<file path="src/rtl/cfg_pkg.sv">
// Shared constants for the configuration loader: FSM encoding, word0 field
// layout and default sizing.
package cfg_pkg;

  localparam int DEF_DATA_WIDTH = 32;
  localparam int DEF_NUM_WORDS  = 4;
  localparam int DEF_CNT_WIDTH  = 4;

  localparam logic [1:0] IDLE = 2'd0;
  localparam logic [1:0] LOAD = 2'd1;
  localparam logic [1:0] DONE = 2'd2;
  localparam logic [1:0] HOLD = 2'd3;

  localparam int FIELD_W   = 8;
  localparam int LAYER_LSB = 0;
  localparam int FRM_LSB   = 8;
  localparam int PAT_LSB   = 16;
  localparam int CHN_LSB   = 24;

endpackage

</file>
<file path="src/rtl/cfg_shadow_regfile.sv">
// Shadow word array filled one word at a time, copied as a whole into the
// committed bus on the commit strobe.
module cfg_shadow_regfile
  import cfg_pkg::*;
#(
  parameter int DATA_WIDTH = DEF_DATA_WIDTH,
  parameter int NUM_WORDS  = DEF_NUM_WORDS,
  parameter int CNT_WIDTH  = DEF_CNT_WIDTH
) (
  input  logic                            clk,
  input  logic                            rst,
  input  logic                            wr_en,
  input  logic [CNT_WIDTH-1:0]            wr_idx,
  input  logic [DATA_WIDTH-1:0]           wr_data,
  input  logic                            commit,
  output logic [NUM_WORDS*DATA_WIDTH-1:0] words
);

  logic [DATA_WIDTH-1:0] shadow [NUM_WORDS];

  // NOTE: the shadow array is reset too: it is only a few registers and the
  // reset state must be all-zero, so it is not left to power-up contents.
  always_ff @(posedge clk or posedge rst) begin
    if (rst) begin
      for (int k = 0; k < NUM_WORDS; k++) shadow[k] <= '0;
      words <= '0;
    end else begin
      for (int k = 0; k < NUM_WORDS; k++) begin
        // Indices past the payload (the checksum slot) match no entry.
        if (wr_en && wr_idx == CNT_WIDTH'(k)) shadow[k] <= wr_data;
        if (commit) words[k*DATA_WIDTH +: DATA_WIDTH] <= shadow[k];
      end
    end
  end

endmodule

</file>
<file path="src/rtl/cfg_loader.sv">
// Configuration loader: pulls a fixed-length word stream on CFG_Req and
// commits it atomically. Optional XOR checksum word: CFG_LOADER_CHKSUM_EN.
module cfg_loader
  import cfg_pkg::*;
#(
  parameter int DATA_WIDTH = DEF_DATA_WIDTH,
  parameter int NUM_WORDS  = DEF_NUM_WORDS,
  parameter int CNT_WIDTH  = DEF_CNT_WIDTH
) (
  input  logic                            clk,
  input  logic                            rst,
  input  logic                            CFG_Req,
  input  logic [DATA_WIDTH-1:0]           IF_Dat,
  input  logic                            IF_DatVld,
  output logic                            IF_DatRdy,
  output logic                            IFCFG_RdDone,
  output logic                            IFCFG_Val,
  output logic                            IFCFG_Err,
  output logic [NUM_WORDS*DATA_WIDTH-1:0] CFG_Words,
  output logic [7:0]                      CFG_NumLayer,
  output logic [7:0]                      CFG_NumFrm,
  output logic [7:0]                      CFG_NumPat,
  output logic [7:0]                      CFG_NumChn
);

`ifdef CFG_LOADER_CHKSUM_EN
  localparam int LAST_IDX = NUM_WORDS;
`else
  localparam int LAST_IDX = NUM_WORDS - 1;
`endif

  logic [1:0]           state, state_nxt;
  logic [CNT_WIDTH-1:0] cnt;
  logic                 val;
  logic                 accept;
  logic                 last_word;
  logic                 chk_ok;
  logic                 start;

  assign IF_DatRdy = (state == LOAD) && CFG_Req;
  assign accept    = IF_DatRdy && IF_DatVld;
  assign last_word = (cnt == CNT_WIDTH'(LAST_IDX));
  assign start     = (state == IDLE) && CFG_Req;

`ifdef CFG_LOADER_CHKSUM_EN
  logic [DATA_WIDTH-1:0] xor_acc;
  logic                  err;

  assign chk_ok    = (xor_acc == IF_Dat);
  assign IFCFG_Err = err;

  always_ff @(posedge clk or posedge rst) begin
    if (rst) begin
      xor_acc <= '0;
      err     <= 1'b0;
    end else begin
      err <= accept && last_word && !chk_ok;
      if (state != LOAD || (accept && last_word)) xor_acc <= '0;
      else if (accept)                            xor_acc <= xor_acc ^ IF_Dat;
    end
  end
`else
  assign chk_ok    = 1'b1;
  assign IFCFG_Err = 1'b0;
`endif

  // NOTE: every output of this block gets a default first, so no path can
  // leave state_nxt unassigned and infer a latch.
  always_comb begin
    state_nxt = state;
    case (state)
      IDLE:    if (CFG_Req) state_nxt = LOAD;
      LOAD: begin
        if (!CFG_Req)                state_nxt = IDLE;
        else if (accept && last_word) state_nxt = chk_ok ? DONE : LOAD;
      end
      DONE:    state_nxt = HOLD;
      HOLD:    if (!CFG_Req) state_nxt = IDLE;
      default: state_nxt = IDLE;
    endcase
  end

  // NOTE: registers use non-blocking assignments so every flop samples the
  // pre-edge values regardless of statement order.
  always_ff @(posedge clk or posedge rst) begin
    if (rst) begin
      state <= IDLE;
      cnt   <= '0;
      val   <= 1'b0;
    end else begin
      state <= state_nxt;
      if (start) begin
        cnt <= '0;
        val <= 1'b0;
      end else begin
        // The counter parks on the terminal index; a failed checksum rewinds it.
        if (accept) begin
          if (!last_word)  cnt <= cnt + 1'b1;
          else if (!chk_ok) cnt <= '0;
        end
        if (state == DONE) val <= 1'b1;
      end
    end
  end

  assign IFCFG_RdDone = (state == DONE);
  assign IFCFG_Val    = val;

  cfg_shadow_regfile #(
    .DATA_WIDTH(DATA_WIDTH),
    .NUM_WORDS (NUM_WORDS),
    .CNT_WIDTH (CNT_WIDTH)
  ) u_regfile (
    .clk    (clk),
    .rst    (rst),
    .wr_en  (accept),
    .wr_idx (cnt),
    .wr_data(IF_Dat),
    .commit (state == DONE),
    .words  (CFG_Words)
  );

  assign CFG_NumLayer = CFG_Words[LAYER_LSB +: FIELD_W];
  assign CFG_NumFrm   = CFG_Words[FRM_LSB   +: FIELD_W];
  assign CFG_NumPat   = CFG_Words[PAT_LSB   +: FIELD_W];
  assign CFG_NumChn   = CFG_Words[CHN_LSB   +: FIELD_W];

endmodule
</file>
<file path="config.mk">
export PLATFORM = sky130hd
export DESIGN_NAME = cfg_loader
export DESIGN_NICKNAME = d
export VERILOG_FILES = /design/src/rtl/cfg_pkg.sv /design/src/rtl/cfg_shadow_regfile.sv /design/src/rtl/cfg_loader.sv
export SDC_FILE = /design/constraint.sdc
export NUM_CORES = 1
export LEC_CHECK = 0
export BUFFER_PORTS_ARGS = -buffer_cell sky130_fd_sc_hd__buf_2
export CAP_MARGIN = 15
export CORE_AREA = 3 3 115 173
export CTS_CLUSTER_DIAMETER = 40
export DETAILED_ROUTE_END_ITERATION = 8
export DIE_AREA = 0 0 118 176
export PLACE_DENSITY = 0.88
export SLEW_MARGIN = 10
export SYNTH_ARGS = -nofsm -noshare
export SYNTH_HDL_FRONTEND = slang
export SYNTH_HIERARCHICAL = 1
export SYNTH_SLANG_ARGS = --single-unit
</file>
<file path="constraint.sdc">
create_clock -name clk -period 12 [get_ports clk]
set_input_delay 2.4 -clock clk [delete_from_list [all_inputs] [get_ports clk]]
set_output_delay 2.4 -clock clk [all_outputs]
set_load 0.01 [all_outputs]
</file>
; ---- Yosys cells after proc, flatten, opt, wreduce, memory -nomap -nowiden
; Cells that the tools add are included.
[classes]
addsub = 1
n_eq_ne = 10
n_mux = 10
reduce_logical = 13
[op_table]
columns = op, n
row1 = $mux 4, 3
row2 = $eq 4x2->1 const B, 2
row3 = $mux 2, 4
row4 = $pmux 2 s4, 1
row5 = $logic_and 1x1->1, 7
row6 = $add 4x1->4 const B, 1
row7 = $eq 2x2->1 const B, 2
row8 = $eq 4x1->1 const B, 1
row9 = $logic_not 4->1, 1
row10 = $ne 2x2->1 const B, 2
row11 = $reduce_bool 2->1, 2
row12 = $ne 3x2->1 const B, 1
row13 = $reduce_and 3->1, 1
row14 = $eq 2x1->1 const B, 1
row15 = $logic_not 2->1, 1
row16 = $mux 1, 2
row17 = $ne 2x1->1 const B, 1
row18 = $reduce_and 2->1, 1
[word_totals]
ff_bits = 263
inputBits = 36
output_inout_bits = 164
word_cells = 42

; ---- Logic depth before layout (Yosys ltp)
; Gate-level depths: netlist of the first run.
[depth]
depth_word = 7
ltp_mapped = 6
depth_no_buf = 4

; ---- Hierarchy
; The synthesis of the first run kept the hierarchy.
[by_module_without_submodules]
columns = mod, n_inst, cells_per_inst, area_per_inst_um2, seq_area_each_um2
row1 = cfg_shadow_regfile, 1, 546, 9501.6, 6406.1
row2 = cfg_loader, 1, 68, 609.3, 175.2

; ---- Least setup slack after synthesis of the first run
; OpenSTA, ideal clock, no wires.
[synth_timing]
path_kind = in2out
startpoint = input port CFG_Req
endpoint = output port IF_DatRdy
t_arrival_ns = 2.741
required_ns = 9.600
slack_ns = 6.859
stages = 2
n_path_buf = 0
cell_sequence = inv_1 > nor3b_1
[synth_via]
elab_chain_len = 1
[synth_rtl]
columns = item, line_no
row1 = from (decl), cfg_loader.sv:12  ; input logic CFG_Req,
row2 = $logic_and 1x1->1, cfg_loader.sv:40  ; assign IF_DatRdy = (state == LOAD) && CFG_Req;
row3 = to (decl), cfg_loader.sv:15  ; output logic IF_DatRdy,
; Every way passes these cells.

; ---- Final worst setup path of the first run
; Same ends and word-level chain as after synthesis.

==> impl_metrics.json, run 1 <==
{
  "status": "finished, final reports clean",
  "vias": 5484,
  "hold_depth": 1,
  "grt_pass1_vias": 5942,
  "critPathMaxFanout": 4,
  "critical_path_class": "input pin to primary output",
  "ctsResizeCount": 0,
  "cp.required_ns": 9.60,
  "drv_slew": 0,
  "h-tree-depth": 1,
  "syn_to_final_growth_pct": 17.2,
  "setup-violations-final": 0,
  "cp-startpoint": "CFG_Req",
  "reg2reg_to": "u_regfile/words[35]",
  "clock-sinks": 263,
  "grt_overflow": 0,
  "p_sw_uw": 735,
  "drc": 0,
  "rrSetupSlack_ns": 9.16,
  "syn_nets": 651,
  "r2r_start": "state[0]",
  "cts_buffer_depth": 3,
  "hold_buffers": 0,
  "ys_seq_elements": 263,
  "rr_worst_depth": 4,
  "cp.arrival_ns": 2.88,
  "antenna_found_initial": 0,
  "synthTopCellsByArea": "dfrtp_1 (65%), mux2_2 (28%), buf_4 (2.7%)",
  "crit_path_end": "IF_DatRdy",
  "hp-class": "flip-flop to flip-flop",
  "holdWs_ns": 0.487,
  "layout_commonest_cell": "dfrtp_1",
  "fin_nets": 821,
  "min_period_ns": 5.28,
  "wl_per_cell_um": 18.7,
  "io_buffers": 198,
  "grt_pass1_wl_mm": 31.8,
  "cts_tree": "yes",
  "maxCapViolCount": 0,
  "synth_cell_types": 32,
  "seq_area_frac_synth_pct": 65.1,
  "p_int_mw": 1.92,
  "routed_wl_mm": 19.7,
  "tns_ns": 0,
  "dieHeight_um": 176,
  "finalPower_mw": 2.65,
  "start_util_pct": 54.5,
  "drt_iter0_drc": 243,
  "ir_drop_v": 0.000171,
  "crit_path_end_kind": "primary output",
  "worst_pin_slew_ns": 1.14,
  "grt_max_degree": 109,
  "skew_ns": 0.00878,
  "dieArea_um2": 20800,
  "swShare_pct": 27.7,
  "ant_nets": 0,
  "fmaxAchievable_ghz": 0.189,
  "antenna_cells": 0,
  "core-area_um2": 18500,
  "power.leakage_nw": 6.28,
  "row_count": 61,
  "io_pins": 200,
  "avgSynthCellArea_um2": 16.5,
  "syn_area_um2": 10100,
  "dr.pass1.iters": 4,
  "dp_hpwl_mm": 12.9,
  "pwr-share-clk_pct": 27.8,
  "post-cts-setup-buffers": 0,
  "clk_latency_ns": 0.50,
  "startpoint_type": "input pin",
  "syn_inst": 614,
  "synth_top_cell_by_area": "dfrtp_1",
  "relSlewSlack_pct": 23.8,
  "cts-buffers-inserted": 24,
  "rsz0062_at_grt": "no",
  "yosysTopAreaCellShare_pct": 65.1,
  "grt_usage_pct": 18.9,
  "fin_crit_sh_pct": 44.0,
  "timing.final.ws_setup_ns": 6.72,
  "seq_power_share_pct": 50.4,
  "post-place-ws_ns": 6.72,
  "root_buffer": "clkbuf_16",
  "finalHoldViolCount": 0,
  "synth_warnings": 6,
  "layout-drive-gt1-share_pct": 63.2,
  "clkTransAtPathRegs_ns": 0.06,
  "viasPerCell": 5.20,
  "pwr-share-comb_pct": 21.8,
  "chipWidth_um": 118,
  "place_congestion": 0.723,
  "power_density_nw_per_um2": 224,
  "layout.cells.most_common_list": "dfrtp_1 (263), mux2_2 (252), buf_2 (198)"
}
worst max-delay path, stage by stage:
cell and delay [ns]:
buf_2 0.11, inv_1 0.05, nor3b_1 0.16, buf_2 0.15
power by group through the flow:
stage / sequential (mW) / combinational (mW) / clock, mW
after CTS: 1.34 / 0.592 / 0.757
after floorplan: 1.36 / 0.364 / 0
final: 1.34 / 0.580 / 0.737
after detailed placement: 1.35 / 0.588 / 0
after global routing: 1.38 / 0.629 / 0.791
after global placement: 1.34 / 0.563 / 0
per-layer routing:
layer,vias to the layer above,part of all wire (%),wire length (µm),GRT usage [%]
li1,2455,-,-,-
met5,-,0,0,0
met2,140,55,10800,35.4
met3,34,5.1,1010,3.78
met1,2855,38,7400,22.1
met4,0,2.4,465,5.48
cell usage after synthesis (all sizes together):
library cell,count
clkinv,1
nand4,2
clkbuf,3
conb,1
nand3b,1
dfrtp,263
nand2,3
inv,4
ha,1
mux2,256
o21a,1
or3b,1
a21oi,2
o211ai,1
buf,58
and4b,1
nand4b,2
mux2i,2
nand3,1
nor2,3
nor3b,2
and2b,1
o21ai,2
and4bb,1
a31oi,1
sequential cells by signal (all words and copies together), names as in the netlist, named ones only:
name	flops
cnt	4
IFCFG_Val	1
u_regfile/words	128
state	1
u_regfile/shadow	128
through the flow:
stage,area (µm²),util (%),cells
2_1_floorplan,10100,-,614
3_3_place_gp,11100,59.6,1009
3_5_place_dp,11100,59.6,1009
4_1_cts,11800,63.8,1053
5_1_grt,11900,63.9,1054
6_report,11900,63.9,1054
logic make-up (layout without fill, tap and decap cells):
| logic type | count (synthesis) | count (layout) | synth area share [%] |
|---|---|---|---|
| AO/OA/AOI/OAI | 7 | 7 | 0.408 |
| adder cells (fa/ha/maj) | 1 | 1 | 0.124 |
| buffers and inverters | 66 | 254 | 4.28 |
| flip-flops | 263 | 263 | 65.1 |
| multiplexers | 258 | 258 | 28.7 |
| other | 1 | 1 | 0.0371 |
| AND/OR/NAND/NOR | 18 | 18 | 1.35 |
worst min-delay path by stage:
stage,slack (ns),from,end
after global routing,0.50,u_regfile/shadow[84],u_regfile/shadow[84]
final,0.49,u_regfile/shadow[83],u_regfile/shadow[83]
after detailed placement,0.47,u_regfile/shadow[83],u_regfile/shadow[83]
after global placement,0.46,u_regfile/shadow[126],u_regfile/shadow[126]
after floorplan,0.45,u_regfile/shadow[125],u_regfile/shadow[125]
after CTS,0.49,u_regfile/shadow[83],u_regfile/shadow[83]
final cells by class:
cell class	instances	area, µm²
sequential	263	6580
multi-input combinational	285	3100
timing repair buffer	205	1050
clock buffer	33	706
tap	252	315
inverter	5	27.5
clock inverter	11	70.1
fill	1380	6700
Power figures use the tool's default switching activity.
==> run 2: changes to the inputs <==
==> constraint.sdc (replaced) <==
create_clock -name clk -period 5.5 [get_ports clk]
set_input_delay 1.1 -clock clk [delete_from_list [all_inputs] [get_ports clk]]
set_output_delay 1.1 -clock clk [all_outputs]
set_load 0.01 [all_outputs]
==> run 2 against run 1 <==
- via count grew 1.7%
- cell count is 0.19% higher
- design area up 0.92%
- first-iteration DRC count is 34% higher
- combinational power increased by 120%
- global-route usage increased by 0.52 points
- critical path depth did not move
- critical path type unchanged
==> impl_metrics.json, run 2 (synthesis gave the netlist of run 1 again) <==
{
  "gr-usage-met1_pct": 23.1,
  "drt_iter0_drc": 326,
  "hp-class": "flip-flop to flip-flop",
  "power.leakage_nw": 6.31,
  "finalPower_mw": 5.99,
  "rsz0062_at_grt": "no",
  "fillers": 1334,
  "layout-drive-gt1-share_pct": 63.2,
  "antenna_found_initial": 0,
  "placed_area_um2": 11100,
  "min_from": "u_regfile/shadow[125]",
  "relSlewSlack_pct": 26.8,
  "chipWidth_um": 118,
  "holdWs_ns": 0.485,
  "min_period_ns": 2.70,
  "dieHeight_um": 176,
  "cts_tree": "yes",
  "power_density_nw_per_um2": 501,
  "vias": 5579,
  "dieArea_um2": 20800,
  "viasPerCell": 5.28,
  "fmaxAchievable_ghz": 0.370,
  "crit_path_end_kind": "primary output",
  "io_buffers": 198,
  "start_util_pct": 54.5,
  "top_regs": "u_regfile/shadow x128, u_regfile/words x128, cnt x4",
  "grt_max_degree": 141,
  "fin_util_pct": 64.5,
  "io_pins": 200,
  "fin_crit_sh_pct": 49.1,
  "row_count": 61,
  "met2_usage_pct": 36.5,
  "dp_hpwl_mm": 13.3,
  "routed_wl_mm": 20.2,
  "grt_overflow": 0,
  "cts_buffer_depth": 3,
  "hold_path_end": "u_regfile/shadow[125]",
  "finalHoldViolCount": 0,
  "gr-usage-met3_pct": 3.21,
  "wl_per_cell_um": 19.1,
  "grt_pass1_vias": 6101,
  "design_area_um2": 12000,
  "clock-sinks": 263,
  "placed_cells_incl_taps": 1010,
  "layout_commonest_cell": "dfrtp_1",
  "ctsResizeCount": 0,
  "cp.required_ns": 4.40,
  "maxCapViolCount": 0,
  "h-tree-depth": 1,
  "hold_depth": 1,
  "fin_nets": 823,
  "rr_worst_depth": 5,
  "layout.cells.most_common_list": "dfrtp_1 (263), mux2_2 (252), buf_2 (198)",
  "worst_pin_slew_ns": 1.10,
  "critical_path_class": "input pin to primary output",
  "ir_drop_v": 0.000325,
  "grt_pass1_wl_mm": 32.7,
  "ant_nets": 0,
  "syn_to_final_growth_pct": 18.3,
  "cp.arrival_ns": 1.60,
  "reg2reg_to": "u_regfile/shadow[15]",
  "drc": 0,
  "hold_buffers": 0,
  "antenna_cells": 0,
  "tns_ns": 0,
  "skew_ns": 0.0107,
  "setup-violations-final": 0,
  "fin_cells": 1056,
  "status": "finished, final reports clean",
  "core-area_um2": 18500,
  "startpoint_type": "input pin",
  "critPathMaxFanout": 4,
  "drv_slew": 0,
  "clkTransAtPathRegs_ns": 0.06,
  "dr.pass1.iters": 4,
  "rrSetupSlack_ns": 3.04,
  "busiest_layer": "met2",
  "cts-buffers-inserted": 26,
  "grt_usage_pct": 19.5,
  "root_buffer": "clkbuf_16",
  "clk_latency_ns": 0.51,
  "place_congestion": 0.814,
  "post-place-ws_ns": 2.38,
  "timing.final.ws_setup_ns": 2.80,
  "post-cts-setup-buffers": 0
}
==> run 2: changes by cell type in the layout (fill, tap and decap cells not counted), moves of 2 or more <==
| cell | change |
|---|---|
| bufinv_16 | +2 |
| clkbuf_16 | +2 |
| clkinv_2 | -5 |
| clkinvlp_4 | +4 |
| inv_6 | -2 |
==> run 2: critical path, stage by stage <==
cell and delay (ns):
buf_2 0.12, inv_1 0.06, nor3b_1 0.16, buf_2 0.16
==> run 2: worst max-delay path by stage <==
stage | startpoint | end | slack (ns)
2_1_floorplan | rst | u_regfile/shadow[0] | 1.03
4_1_cts | CFG_Req | IF_DatRdy | 2.81
3_3_place_gp | CFG_Req | u_regfile/shadow[38] | 2.42
6_report | CFG_Req | IF_DatRdy | 2.80
5_1_grt | CFG_Req | IF_DatRdy | 2.72
3_5_place_dp | CFG_Req | u_regfile/shadow[8] | 2.38
==> run 2: cell type report <==
| cell class | instances | area (µm²) | share of cell area (%) |
|---|---|---|---|
| inverter | 5 | 23.8 | 0.199 |
| tap | 252 | 315 | 2.64 |
| clock inverter | 9 | 110 | 0.921 |
| timing repair buffer | 205 | 1060 | 8.83 |
| clock buffer | 37 | 773 | 6.47 |
| multi-input combinational | 285 | 3100 | 25.9 |
| sequential | 263 | 6580 | 55.0 |
==> run 2: report_power, final <==
group | switching, mW | internal [mW] | leakage, nW
clock | 0.710 | 1.07 | 0.426
sequential | 0.364 | 2.57 | 3.48
combinational | 0.558 | 0.713 | 2.41
==> run 2: layer usage <==
metal	up-vias	part of all wire (%)
met5	-	0
met1	2937	38
li1	2470	-
met2	137	56
met4	0	1.9
met3	35	4.4
==> run 3: changes to the inputs <==
==> constraint.sdc (replaced) <==
create_clock -name clk -period 2.7 [get_ports clk]
set_input_delay 0.54 -clock clk [delete_from_list [all_inputs] [get_ports clk]]
set_output_delay 0.54 -clock clk [all_outputs]
set_load 0.01 [all_outputs]
==> run 3 against run 2 <==
- via count is 0.38% lower
- count of clock-buffer cells in the layout is 3 lower
- power is 100% higher
- combinational power is 110% higher
- highest routed layer unchanged
- first-iteration DRC count is 42% lower
- sequential cell count stayed put
==> impl_metrics.json, run 3 (synthesis gave the netlist of run 1 again) <==
{
  "start_util_pct": 54.5,
  "layout.cells.most_common_list": "dfrtp_1 (263), mux2_2 (252), buf_2 (198)",
  "skew_ns": 0.00705,
  "crit_path_end_kind": "primary output",
  "finalHoldViolCount": 0,
  "grt_pass1_wl_mm": 33.0,
  "core-area_um2": 18500,
  "antenna_cells": 0,
  "syn_to_final_growth_pct": 19.0,
  "hold_depth": 2,
  "clock-sinks": 263,
  "power_density_nw_per_um2": 995,
  "fin_nets": 837,
  "clkTransAtPathRegs_ns": 0.06,
  "cp_slowest_cell": "and2b_4",
  "post-cts-setup-buffers": 0,
  "grt_overflow": 0,
  "row_count": 61,
  "grt_max_degree": 59,
  "drc": 0,
  "power.leakage_nw": 6.36,
  "top_regs": "u_regfile/shadow x128, u_regfile/words x128, cnt x4",
  "ir_drop_v": 0.000619,
  "maxCapViolCount": 0,
  "drt-met1-wl_mm": 7.78,
  "cts-buffers-inserted": 26,
  "critical_path_class": "flip-flop to primary output",
  "grt_pass1_vias": 6105,
  "layout-drive-gt1-share_pct": 63.5,
  "cp-startpoint": "state[0]",
  "cts_tree": "yes",
  "worst_pin_slew_ns": 0.659,
  "dr.pass1.iters": 4,
  "design_area_um2": 12000,
  "placed_cells_incl_taps": 1023,
  "status": "finished, final reports clean",
  "root_buffer": "clkbuf_16",
  "min_period_ns": 2.20,
  "rsz0062_at_grt": "no",
  "wl_met2_mm": 11.1,
  "layout_commonest_cell": "dfrtp_1",
  "setup-violations-final": 0,
  "wl_per_cell_um": 19.0,
  "cp_cell_sequence": "and2b_4 -> buf_2",
  "chipWidth_um": 118,
  "max_stage_delay_ns": 0.51,
  "drt_iter0_drc": 189,
  "fin_crit_sh_pct": 81.4,
  "antenna_found_initial": 0,
  "viasPerCell": 5.21,
  "dp_hpwl_mm": 13.7,
  "routed_wl_mm": 20.3,
  "rr_worst_depth": 5,
  "dieHeight_um": 176,
  "fin_cells": 1066,
  "fin_util_pct": 64.9,
  "cp.arrival_ns": 1.66,
  "io_pins": 200,
  "fmaxAchievable_ghz": 0.455,
  "min_from": "IF_Dat[11]",
  "wl_met3_mm": 1.02,
  "vias": 5558,
  "tns_ns": 0,
  "clk_latency_ns": 0.51,
  "relSlewSlack_pct": 56.0,
  "place_congestion": 0.750,
  "cp.required_ns": 2.16,
  "grt_usage_pct": 19.7,
  "placed_area_um2": 11200,
  "top_layer": "met4",
  "critPathMaxFanout": 20,
  "drv_slew": 0,
  "cts_buffer_depth": 3,
  "io_buffers": 198,
  "hp-class": "input pin to flip-flop",
  "ant_nets": 0,
  "h-tree-depth": 1,
  "dieArea_um2": 20800,
  "startpoint_type": "flip-flop"
}
run 3: critical path, delay by kind of cell (launching register included):
| kind | cells | cell delay [ns] |
|---|---|---|
| buf+inv | 1 | 0.21 |
| flops | 1 | 0.43 |
| simple gates | 1 | 0.51 |
run 3: stage by stage:
stage	hold slack [ns]	total power [mW]	setup slack (ns)
5_1_grt	0.298	12.6	0.431
6_report	0.312	12.0	0.503
3_3_place_gp	0.463	8.46	0.765
3_5_place_dp	0.476	8.64	0.727
2_1_floorplan	0.343	7.68	-1.21
4_1_cts	0.284	12.1	0.477
run 3: power by group:
part / switching, mW / internal, mW / leakage (nW)
clock: 1.42 / 1.99 / 0.394
sequential: 0.703 / 5.24 / 3.48
combinational: 1.14 / 1.47 / 2.48
total: 3.27 / 8.70 / 6.36
run 3: timing repair:
| action | 4_1_cts | 5_1_grt |
|---|---|---|
| hold buffers | 1 | 0 |
| resized for setup | 0 | 0 |
| endpoints found under the hold margin | 7 | 0 |
run 3: path summary, 6_finish.rpt:
kind                                         end  slack [ns]
setup / recovery                    IFCFG_RdDone        0.50
hold / removal             u_regfile/shadow[107]        0.31
setup reg to reg           u_regfile/shadow[119]        0.85
hold reg to reg            u_regfile/shadow[126]        0.49
max in group asynchronous    u_regfile/words[42]        1.26
min in group asynchronous              IFCFG_Val        0.54
run 3: final cells by class:
type / instances / area, µm²
Sequential cell: 263 / 6580
Fill cell: 1307 / 6520
Multi-Input combinational cell: 285 / 3100
Timing Repair Buffer: 219 / 1200
Clock buffer: 34 / 732
Tap cell: 252 / 315
Clock inverter: 8 / 77.6
Inverter: 5 / 23.8
run 3: per-layer routing:
metal,global-route usage (%),up-vias
li1,-,2497
met1,22.8,2890
met2,36.9,137
met3,4.07,34
met4,5.18,0
met5,0,-
